===== config.mk =====
export PLATFORM = sky130hd
export DESIGN_NAME = spi_cmd_master
export DESIGN_NICKNAME = d
export VERILOG_FILES = /design/src/rtl/spi_cmd_pkg.sv /design/src/rtl/spi_tick_gen.sv /design/src/rtl/spi_cmd_master.sv
export SDC_FILE = /design/constraint.sdc
export NUM_CORES = 1
export LEC_CHECK = 0
export CELL_PAD_IN_SITES_DETAIL_PLACEMENT = 2
export CELL_PAD_IN_SITES_GLOBAL_PLACEMENT = 2
export CORE_UTILIZATION = 40
export DETAILED_ROUTE_END_ITERATION = 8
export DONT_BUFFER_PORTS = 1
export PLACE_DENSITY = 0.8
export SLEW_MARGIN = 25
export SYNTH_ARGS = -nofsm -noshare
export SYNTH_HDL_FRONTEND = slang
export SYNTH_SLANG_ARGS = --single-unit

===== constraint.sdc =====
create_clock -name clk_125 -period 2.6 [get_ports clk_125]
set_input_delay 0.65 -clock clk_125 [delete_from_list [all_inputs] [get_ports clk_125]]
set_output_delay 0.65 -clock clk_125 [all_outputs]
set_load 0.01 [all_outputs]

===== src/rtl/spi_cmd_pkg.sv =====
// -----------------------------------------------------------------------------
// spi_cmd_pkg
// Shared definitions for the SPI command master: frame geometry, the FSM
// state encoding and a helper that builds the 40-bit outgoing frame.
// -----------------------------------------------------------------------------
package spi_cmd_pkg;

  localparam int ADR_W      = 8;
  localparam int DATA_W     = 32;
  localparam int FRAME_BITS = ADR_W + DATA_W;  // 40

  // Index of the first bit shifted out; the bit counter starts here.
  localparam logic [5:0] LAST_BIT = 6'd39;

  typedef enum logic [2:0] {
    ST_IDLE  = 3'd0,
    ST_SETUP = 3'd1,
    ST_SHIFT = 3'd2,
    ST_HOLD  = 3'd3,
    ST_GAP   = 3'd4
  } state_e;

  // Address goes out first, then the payload, both MSB first.
  function automatic logic [FRAME_BITS-1:0] pack_frame(
    input logic [ADR_W-1:0]  adr,
    input logic [DATA_W-1:0] data
  );
    return {adr, data};
  endfunction

endpackage


===== src/rtl/spi_tick_gen.sv =====
// -----------------------------------------------------------------------------
// spi_tick_gen
// Half-period enable generator. While en_i is high, tick_o pulses once every
// CLK_DIV clock cycles (on the last cycle of each half-period). Dropping en_i
// restarts the count so every phase begins with a full half-period.
//   clk_i  : clock
//   rst_ni : asynchronous active-low reset
//   en_i   : count enable / restart when low
//   tick_o : one-cycle pulse at the end of each CLK_DIV-cycle window
// -----------------------------------------------------------------------------
module spi_tick_gen #(
  parameter int CLK_DIV = 4
) (
  input  logic clk_i,
  input  logic rst_ni,
  input  logic en_i,
  output logic tick_o
);

  localparam logic [7:0] DIV_LAST = 8'(CLK_DIV - 1);

  logic [7:0] cnt_q;
  logic [7:0] cnt_d;

  // Next count: hold at zero while disabled, wrap after the last cycle.
  always_comb begin
    cnt_d = cnt_q;
    if (!en_i) begin
      cnt_d = 8'd0;
    end else if (cnt_q == DIV_LAST) begin
      cnt_d = 8'd0;
    end else begin
      cnt_d = cnt_q + 8'd1;
    end
  end

  // Count register.
  always_ff @(posedge clk_i or negedge rst_ni) begin
    if (!rst_ni) begin
      cnt_q <= 8'd0;
    end else begin
      cnt_q <= cnt_d;
    end
  end

  assign tick_o = en_i && (cnt_q == DIV_LAST);

endmodule


===== src/rtl/spi_cmd_master.sv =====
// -----------------------------------------------------------------------------
// spi_cmd_master
// Mode-0 SPI master issuing 40-bit register frames (8-bit address followed by
// a 32-bit payload). The last 32 MISO bits of each frame are returned on
// rsp_rdata with a one-cycle rsp_valid pulse when xCS rises.
//   clk_125   : sole clock          srstb     : async active-low reset
//   cmd_valid/cmd_ready : command handshake
//   cmd_rd, cmd_adr, cmd_wdata : command fields, captured on acceptance
//   rsp_valid, rsp_rdata : frame-end pulse and captured data
//   xCS, xSCK, xMOSI, xMISO : SPI pins (xCS active low, xSCK idles low)
// -----------------------------------------------------------------------------
module spi_cmd_master #(
  parameter int CLK_DIV = 4,
  parameter int GAP_CYC = 8
) (
  input  logic        clk_125,
  input  logic        srstb,
  input  logic        cmd_valid,
  output logic        cmd_ready,
  input  logic        cmd_rd,
  input  logic [7:0]  cmd_adr,
  input  logic [31:0] cmd_wdata,
  output logic        rsp_valid,
  output logic [31:0] rsp_rdata,
  output logic        xCS,
  output logic        xSCK,
  output logic        xMOSI,
  input  logic        xMISO
);

  import spi_cmd_pkg::*;

  // The IDLE cycle in which cmd_ready is high counts toward the xCS-high gap,
  // so GAP itself lasts one cycle less; it never drops below one cycle since
  // rsp_valid is issued from it.
  localparam int         GAP_LEN  = (GAP_CYC > 1) ? (GAP_CYC - 1) : 1;
  localparam logic [7:0] GAP_LAST = 8'(GAP_LEN - 1);

  state_e                 state_q, state_d;
  logic [FRAME_BITS-1:0]  tx_q, tx_d;
  logic [DATA_W-1:0]      rx_q, rx_d;
  logic [DATA_W-1:0]      rdata_q, rdata_d;
  logic [5:0]             bit_q, bit_d;
  logic [7:0]             gap_q, gap_d;
  logic                   sck_q, sck_d;
  logic                   cs_q, cs_d;
  logic                   ready_q, ready_d;
  logic                   rv_q, rv_d;
  logic                   rd_q, rd_d;
  logic                   tick_s;
  logic                   tick_en_s;
  logic                   unused_rd_s;

  // Frame direction is latched with the command; the wire format is the same
  // for reads and writes, so it has no further consumer.
  assign unused_rd_s = rd_q;

  assign tick_en_s = (state_q == ST_SETUP) || (state_q == ST_SHIFT) ||
                     (state_q == ST_HOLD);

  spi_tick_gen #(
    .CLK_DIV (CLK_DIV)
  ) u_tick (
    .clk_i  (clk_125),
    .rst_ni (srstb),
    .en_i   (tick_en_s),
    .tick_o (tick_s)
  );

  // Frame sequencer: next state, pin values and shift registers.
  always_comb begin
    state_d = state_q;
    tx_d    = tx_q;
    rx_d    = rx_q;
    rdata_d = rdata_q;
    bit_d   = bit_q;
    gap_d   = gap_q;
    sck_d   = sck_q;
    cs_d    = cs_q;
    rd_d    = rd_q;
    rv_d    = 1'b0;

    case (state_q)
      ST_IDLE: begin
        if (cmd_valid && ready_q) begin
          state_d = ST_SETUP;
          tx_d    = pack_frame(cmd_adr, cmd_wdata);
          rd_d    = cmd_rd;
          bit_d   = LAST_BIT;
          cs_d    = 1'b0;
          sck_d   = 1'b0;
        end else begin
          state_d = ST_IDLE;
        end
      end
      ST_SETUP: begin
        // First rising edge; MISO is captured on the edge that raises xSCK.
        if (tick_s) begin
          state_d = ST_SHIFT;
          sck_d   = 1'b1;
          rx_d    = {rx_q[DATA_W-2:0], xMISO};
        end else begin
          state_d = ST_SETUP;
        end
      end
      ST_SHIFT: begin
        // bit_q names the bit being clocked; it steps down on each rising
        // edge, so it stops at zero instead of wrapping.
        if (!tick_s) begin
          state_d = ST_SHIFT;
        end else if (sck_q) begin
          sck_d = 1'b0;
          if (bit_q != 6'd0) begin
            tx_d = {tx_q[FRAME_BITS-2:0], 1'b0};
          end else begin
            tx_d = tx_q;
          end
        end else if (bit_q == 6'd0) begin
          state_d = ST_HOLD;
        end else begin
          sck_d = 1'b1;
          bit_d = bit_q - 6'd1;
          rx_d  = {rx_q[DATA_W-2:0], xMISO};
        end
      end
      ST_HOLD: begin
        if (tick_s) begin
          state_d = ST_GAP;
          cs_d    = 1'b1;
          tx_d    = '0;
          rv_d    = 1'b1;
          rdata_d = rx_q;
          gap_d   = 8'd0;
        end else begin
          state_d = ST_HOLD;
        end
      end
      ST_GAP: begin
        if (gap_q == GAP_LAST) begin
          state_d = ST_IDLE;
        end else begin
          gap_d = gap_q + 8'd1;
        end
      end
      default: begin
        state_d = ST_IDLE;
        cs_d    = 1'b1;
        sck_d   = 1'b0;
        tx_d    = '0;
      end
    endcase

    // Registered so that cmd_ready is high exactly while the FSM sits in IDLE.
    ready_d = (state_d == ST_IDLE);
  end

  // State and datapath registers.
  always_ff @(posedge clk_125 or negedge srstb) begin
    if (!srstb) begin
      state_q <= ST_IDLE;
      tx_q    <= '0;
      rx_q    <= '0;
      rdata_q <= '0;
      bit_q   <= 6'd0;
      gap_q   <= 8'd0;
      sck_q   <= 1'b0;
      cs_q    <= 1'b1;
      ready_q <= 1'b0;
      rv_q    <= 1'b0;
      rd_q    <= 1'b0;
    end else begin
      state_q <= state_d;
      tx_q    <= tx_d;
      rx_q    <= rx_d;
      rdata_q <= rdata_d;
      bit_q   <= bit_d;
      gap_q   <= gap_d;
      sck_q   <= sck_d;
      cs_q    <= cs_d;
      ready_q <= ready_d;
      rv_q    <= rv_d;
      rd_q    <= rd_d;
    end
  end

  assign cmd_ready = ready_q;
  assign rsp_valid = rv_q;
  assign rsp_rdata = rdata_q;
  assign xCS       = cs_q;
  assign xSCK      = sck_q;
  // tx_q is cleared whenever xCS is high, so xMOSI idles low.
  assign xMOSI     = tx_q[FRAME_BITS-1];

endmodule


==> impl_metrics.csv, run 1 <==
group,metric,value,unit
synthesis,ys_warn_count,0,
floorplanning,initial_core_util,41.13,%
outcome,status,"finished with violations",
route,dr.first_iter.drc_count,189,
route,drt-wirelength-per-cell,19.20,um
sta,fin_ws,0.2489,ns
placed_design,hpwl,8548,um
synthesis,ys_ff_latch,133,
finish,final_cells,734,
placed_design,placed_cells,702,
clock_network,postCtsResizedCells,0,
clock_network,clock_sinks,133,
floorplanning,die_h,121.7,um
sta,fin_crit_sh,90.43,%
critical_path,cp.arrival,2.68,ns
critical_path,worstSetupStartpoint,"u_tick.cnt_q[2]$_DFF_PN0_",
finish,layout-drive-gt1-share,15.52,%
sta,report.final.slew_viol_count,0,
synthesis,syn_inst,547,
clock_network,numCtsBuffers,17,
sta,max_slew_margin,49.12,%
floorplanning,rows,43,
pwr,p_per_area,1154,nW/um^2
synthesis,synth_edf_count,0,
critical_path,cp-start-kind,"flip-flop",
sta,finClkSkew,0.009707,ns
sta,setup_tns,0,ns
synthesis,syn_area,5732,um^2
critical_path,cpPeakStageDelay,0.63,ns
critical_path,cp-end-kind,"flip-flop",
critical_path,cp_cell_sequence,"nor4_4 -> nand3_2 -> a221oi_4 -> buf_4 -> nor2_1 -> a21oi_1",
finish,syn_to_final_growth,12.77,%
critical_path,cpLargestDelayFamily,"simple AND/OR/NAND/NOR gates",
finish,diodes,0,
sta,period_minus_slack,2.351,ns
floorplanning,coreArea,13930,um^2
global_routing,overflow,0,
floorplanning,ios,82,
outcome,violations,"negative hold slack",
clock_network,h-tree-depth,4,
finish,finalCoreUtilization,46.39,%
critical_path,path_class,"flip-flop to flip-flop",
global_routing,grt_use_total,20.36,%
finish,final_common_cell,"dfrtp_1",
placed_design,place_congestion,0.7606,
finish,register_area,3329,um^2
critical_path,r2r-end,"tx_q[5]$_DFFE_PN0P_",
synthesis,ys_seq_area_share,58.09,%
finish,most-common-layout-cells,"dfrtp_1 (132), nand2_1 (110), nor2_1 (67), a21oi_1 (43), a22oi_1 (39)",
floorplanning,fp.dieArea,14810,um^2
clock_network,cts_tree,"yes",
sta,hold_violations,77,
min_path,hold_path.class,"input pin to async pin",
critical_path,ff2ff_setup_slack,0.25,ns
sta,timing.fmax,425.3,MHz
critical_path,r2r_cells,6,
route,viasPerCell,5.497,
pwr,leakage,3.075,nW
pwr,total_power,7.456,mW
critical_path,cpMaxStageDelayCell,"buf_4",
route,first_pass_iters,4,
flow_run,drv_cap,0,
route,via_count,4035,
finish,nets,591,
sta,rsz0062_at_grt,"no",
sta,fin_hold_ws,-0.06480,ns
critical_path,critPathMaxFanout,78,
synthesis,syn_area_per_cell,10.48,um^2
route,final_antenna_net_count,0,
synthesis,synth_cell_type_count,45,
critical_path,regToRegStartpoint,"u_tick.cnt_q[2]$_DFF_PN0_",
route,finalWirelength,14100,um
global_routing,grt_pass1_wl,22970,um
synthesis,synth_async_sr_flop_share,100.0,%
critical_path,crit_buf_inv,1,
placed_design,io_buffers,0,
global_routing,grt_antenna_before_repair,0,
finish,fill_cells,1402,
synthesis,syn_nets,597,
clock_network,insertion_delay,0.42,ns
placed_design,place_ws,0.3193,ns
floorplanning,die_width,121.7,um
clock_network,post_cts_buffers,0,
finish,stdcell_area,6464,um^2
placed_design,dpl_cell_area,5889,um^2
clock_network,clkTransAtPathRegs,0.06,ns
clock_network,cts_root_buf,"clkbuf_16",
route,drc,0,
synthesis,synth_flop_cell,"dfrtp_1",
critical_path,crit_required,2.93,ns
global_routing,grt_max_degree,134,
sta,worst_slew_pin_slew,0.7631,ns
sta,finalSetupViolations,0,
finish,multi_input_comb_area,2220,um^2
global_routing,grt_pass1_vias,4448,
pwr,ir_drop,0.6591,mV
clock_network,cts.path.max_buffers,2,
## worst reg2reg max path: stages (launching register included)
cell and delay (ns):
dfrtp_1 0.46, nor4_4 0.32, nand3_2 0.22, a221oi_4 0.30, buf_4 0.63, nor2_1 0.14, a21oi_1 0.19
## kinds of logic (layout without fill, tap and decap cells)
kind of cell | after synthesis | in the layout | synth area share (%)
buffers and inverters | 41 | 48 | 3.733
adder cells (fa/ha/maj) | 5 | 5 | 1.091
AND/OR/NAND/NOR | 217 | 217 | 16.57
XOR/XNOR | 13 | 13 | 1.986
multiplexers | 36 | 36 | 7.051
flip-flops | 133 | 133 | 58.09
AO/OA/AOI/OAI | 102 | 102 | 11.48
## routing by layer
metal  vias up  global-route usage [%]  wire (um)
met1      2107                   23.69       5830
met3        13                   5.009        535
met5         -                       0          0
met2        62                   35.80       7563
met4         0                   8.256        165
li1       1853                       -          -
## cell type report
type / count / share of cell area [%]
clock buffer: 20 / 6.911
clock inverter: 12 / 1.974
inverter: 8 / 0.4646
multi-input combinational: 373 / 34.34
sequential: 133 / 51.51
tap: 180 / 3.484
timing repair buffer: 8 / 1.316
## synth_stat cells (2+ instances only)
cell        n  area share [%]
inv_1       7            0.46
or3_1       3            0.33
nor2b_1     5            0.55
buf_6       5            0.98
buf_4       2            0.26
clkbuf_1   14            0.92
nand3_1     7            0.61
a22oi_1    39             5.1
dfrtp_1   132              58
ha_1        5             1.1
mux2_2     35             6.9
o21ai_1     2            0.17
xor2_1      9             1.4
nor2_1     67             4.4
nand2_1   110             7.2
and3_1      6            0.65
o21ai_0     6            0.52
buf_2      11            0.96
a21o_1      2            0.26
a21oi_1    43             3.8
nand4_1     4            0.44
o31a_1      3            0.46
xnor2_1     4            0.61
nor3_1      5            0.44
## state kept, by name, summed over array words and instances (netlist names)
signal and flops:
tx_q 40, rsp_valid 1, state_q 3, cmd_ready 1, rsp_rdata 32, xSCK 1, rx_q 32, xCS 1
gap_q 8, u_tick.cnt_q 8, bit_q 6
## power by group
group          switching, mW  total, mW  internal, mW
registers              0.432       3.02          2.59
clock network          0.915       2.35          1.43
logic                   1.29       2.08         0.790
## worst max-delay path by stage
stage	end	slack, ns	cells past startpoint
6_report	tx_q[5]$_DFFE_PN0P_	0.25	6
5_1_grt	tx_q[5]$_DFFE_PN0P_	0.07	6
4_1_cts	tx_q[5]$_DFFE_PN0P_	0.28	6
3_5_place_dp	tx_q[3]$_DFFE_PN0P_	0.32	6
3_3_place_gp	tx_q[37]$_DFFE_PN0P_	0.46	5
2_1_floorplan	rx_q[10]$_DFFE_PN0P_	0.71	6
Note: power is estimated with default switching activity, not from simulation.
==> inputs of run 2 (changes only) <==
Settings changed: PLACE_DENSITY 0.8 to not set, PLACE_DENSITY_LB_ADDON set to 0.1.
==> run 2 against run 1 <==
Against the previous run: the flow still finishes with violations (negative hold slack); worst hold slack worse by 0.012 ns; sequential power about the same; sequential share of layout area down 0.45 points; largest power group unchanged.
==> impl_metrics.csv, run 2 (synthesis gave the netlist of run 1 again) <==
group,metric,value,unit
clock_network,numCtsBuffers,17,
critical_path,ff2ff_setup_slack,0.47,ns
route,drt-wirelength-per-cell,18.52,um
clock_network,post_cts_buffers,0,
pwr,leakage,3.113,nW
critical_path,cp_cell_sequence,"nor3_1 -> and3_1 -> nor4b_2 -> o21ai_4 -> buf_12 -> mux2_2",
floorplanning,die_width,121.7,um
sta,fin_crit_sh,82.00,%
outcome,violations,"negative hold slack",
finish,stdcell_area,6521,um^2
pwr,p_per_area,1158,nW/um^2
clock_network,cts_root_buf,"clkbuf_16",
floorplanning,coreArea,13930,um^2
sta,setup_tns,0,ns
sta,max_slew_margin,53.35,%
route,viasPerCell,5.442,
finish,diodes,0,
route,first_pass_iters,4,
clock_network,cts_tree,"yes",
sta,timing.fmax,469.0,MHz
global_routing,grt_pass1_wl,22640,um
route,dr.first_iter.drc_count,193,
critical_path,r2r_cells,6,
clock_network,postCtsResizedCells,0,
critical_path,path_class,"flip-flop to flip-flop",
finish,regMostFlops,"tx_q",
sta,fin_ws,0.4679,ns
route,finalWirelength,13650,um
critical_path,cp-start-kind,"flip-flop",
critical_path,crit_end,"rx_q[4]$_DFFE_PN0P_",
route,via_count,4011,
placed_design,io_buffers,0,
sta,worst_slew_pin_slew,0.6944,ns
floorplanning,die_h,121.7,um
floorplanning,fp.dieArea,14810,um^2
clock_network,clock_sinks,133,
sta,period_minus_slack,2.132,ns
sta,finalSetupViolations,0,
global_routing,overflow,0,
placed_design,place_ws,0.5071,ns
pwr,ir_drop,0.5934,mV
floorplanning,ios,82,
finish,most-common-layout-cells,"dfrtp_1 (132), nand2_1 (110), nor2_1 (67), a21oi_1 (43), a22oi_1 (39)",
critical_path,crit_required,2.90,ns
placed_design,dpl_cell_area,5912,um^2
critical_path,crit_buf_inv,1,
critical_path,cpPeakStageDelay,0.43,ns
critical_path,worstSetupStartpoint,"bit_q[2]$_DFFE_PN0P_",
global_routing,grt_max_degree,134,
floorplanning,initial_core_util,41.13,%
route,drc,0,
global_routing,grt_antenna_before_repair,0,
critical_path,cp-end-kind,"flip-flop",
finish,layout-drive-gt1-share,16.16,%
sta,report.final.slew_viol_count,0,
critical_path,regToRegStartpoint,"bit_q[2]$_DFFE_PN0P_",
critical_path,critPathMaxFanout,32,
flow_run,drv_cap,0,
sta,finClkSkew,0.007268,ns
global_routing,grt_use_total,20.01,%
sta,fin_hold_ws,-0.07633,ns
critical_path,r2r-end,"rx_q[4]$_DFFE_PN0P_",
route,final_antenna_net_count,0,
clock_network,h-tree-depth,4,
finish,largest_reg_flops,40,
finish,fill_cells,1416,
critical_path,cpLargestDelayFamily,"simple AND/OR/NAND/NOR gates",
placed_design,hpwl,8349,um
clock_network,insertion_delay,0.42,ns
finish,final_common_cell,"dfrtp_1",
clock_network,clkTransAtPathRegs,0.06,ns
finish,syn_to_final_growth,13.77,%
pwr,total_power,7.551,mW
outcome,status,"finished with violations",
critical_path,worst-path-stages,6,
critical_path,cpMaxStageDelayCell,"dfrtp_1",
critical_path,cp.arrival,2.43,ns
finish,nets,594,
floorplanning,rows,43,
placed_design,place_congestion,0.7440,
sta,rsz0062_at_grt,"no",
sta,hold_violations,132,
min_path,hold_path.class,"input pin to async pin",
clock_network,cts.path.max_buffers,2,
global_routing,grt_pass1_vias,4468,
run 2: worst min path at each step:
stage / start / endpoint / slack, ns / cells after the start
detailed placement: srstb / u_tick.cnt_q[4]$_DFF_PN0_ / 0.36 / 0
CTS: srstb / u_tick.cnt_q[6]$_DFF_PN0_ / -0.09 / 0
floorplan: srstb / bit_q[0]$_DFFE_PN0P_ / 0.35 / 0
global placement: srstb / u_tick.cnt_q[5]$_DFF_PN0_ / 0.36 / 0
finish: srstb / u_tick.cnt_q[6]$_DFF_PN0_ / -0.08 / 0
global route: srstb / tx_q[26]$_DFFE_PN0P_ / -0.1 / 0
run 2: routing by layer:
metal	share of wire, %	track usage, %	vias to the layer above
met5	0	0	-
met2	51	34.06	62
met4	2.3	9.105	0
met1	42	23.43	2066
li1	-	-	1857
met3	4.4	5.571	26
run 2: final cells by class:
class / count / area [um^2] / area share, %
clock buffers: 20 / 456.7 / 7.003
clock inverters: 12 / 152.6 / 2.341
inverters: 8 / 30.03 / 0.4605
multi-input cells: 373 / 2220 / 34.04
flip-flops and latches: 133 / 3329 / 51.06
well taps: 180 / 225.2 / 3.454
repair buffers: 11 / 107.6 / 1.650
run 2: worst reg2reg max path: cells and delay by family, from the launching register on:
family / cells / cell delay (ns)
AO/OA/AOI/OAI: 1 / 0.23
buffers and inverters: 1 / 0.23
multiplexers: 1 / 0.39
AND/OR/NAND/NOR: 3 / 0.73
flip-flops: 1 / 0.43
run 2: stage by stage:
stage          hold slack, ns  util (%)  std cells
3_3_place_gp           0.3595     42.43        705
2_1_floorplan          0.3544         -        547
5_1_grt              -0.09736     46.80        737
3_5_place_dp           0.3600     42.43        705
6_report             -0.07633     46.80        737
4_1_cts              -0.09449     46.80        737
run 2: where the power goes:
group	switching, mW	internal (mW)
logic	1.24	0.823
clock network	0.911	1.56
registers	0.433	2.59
total	2.58	4.97
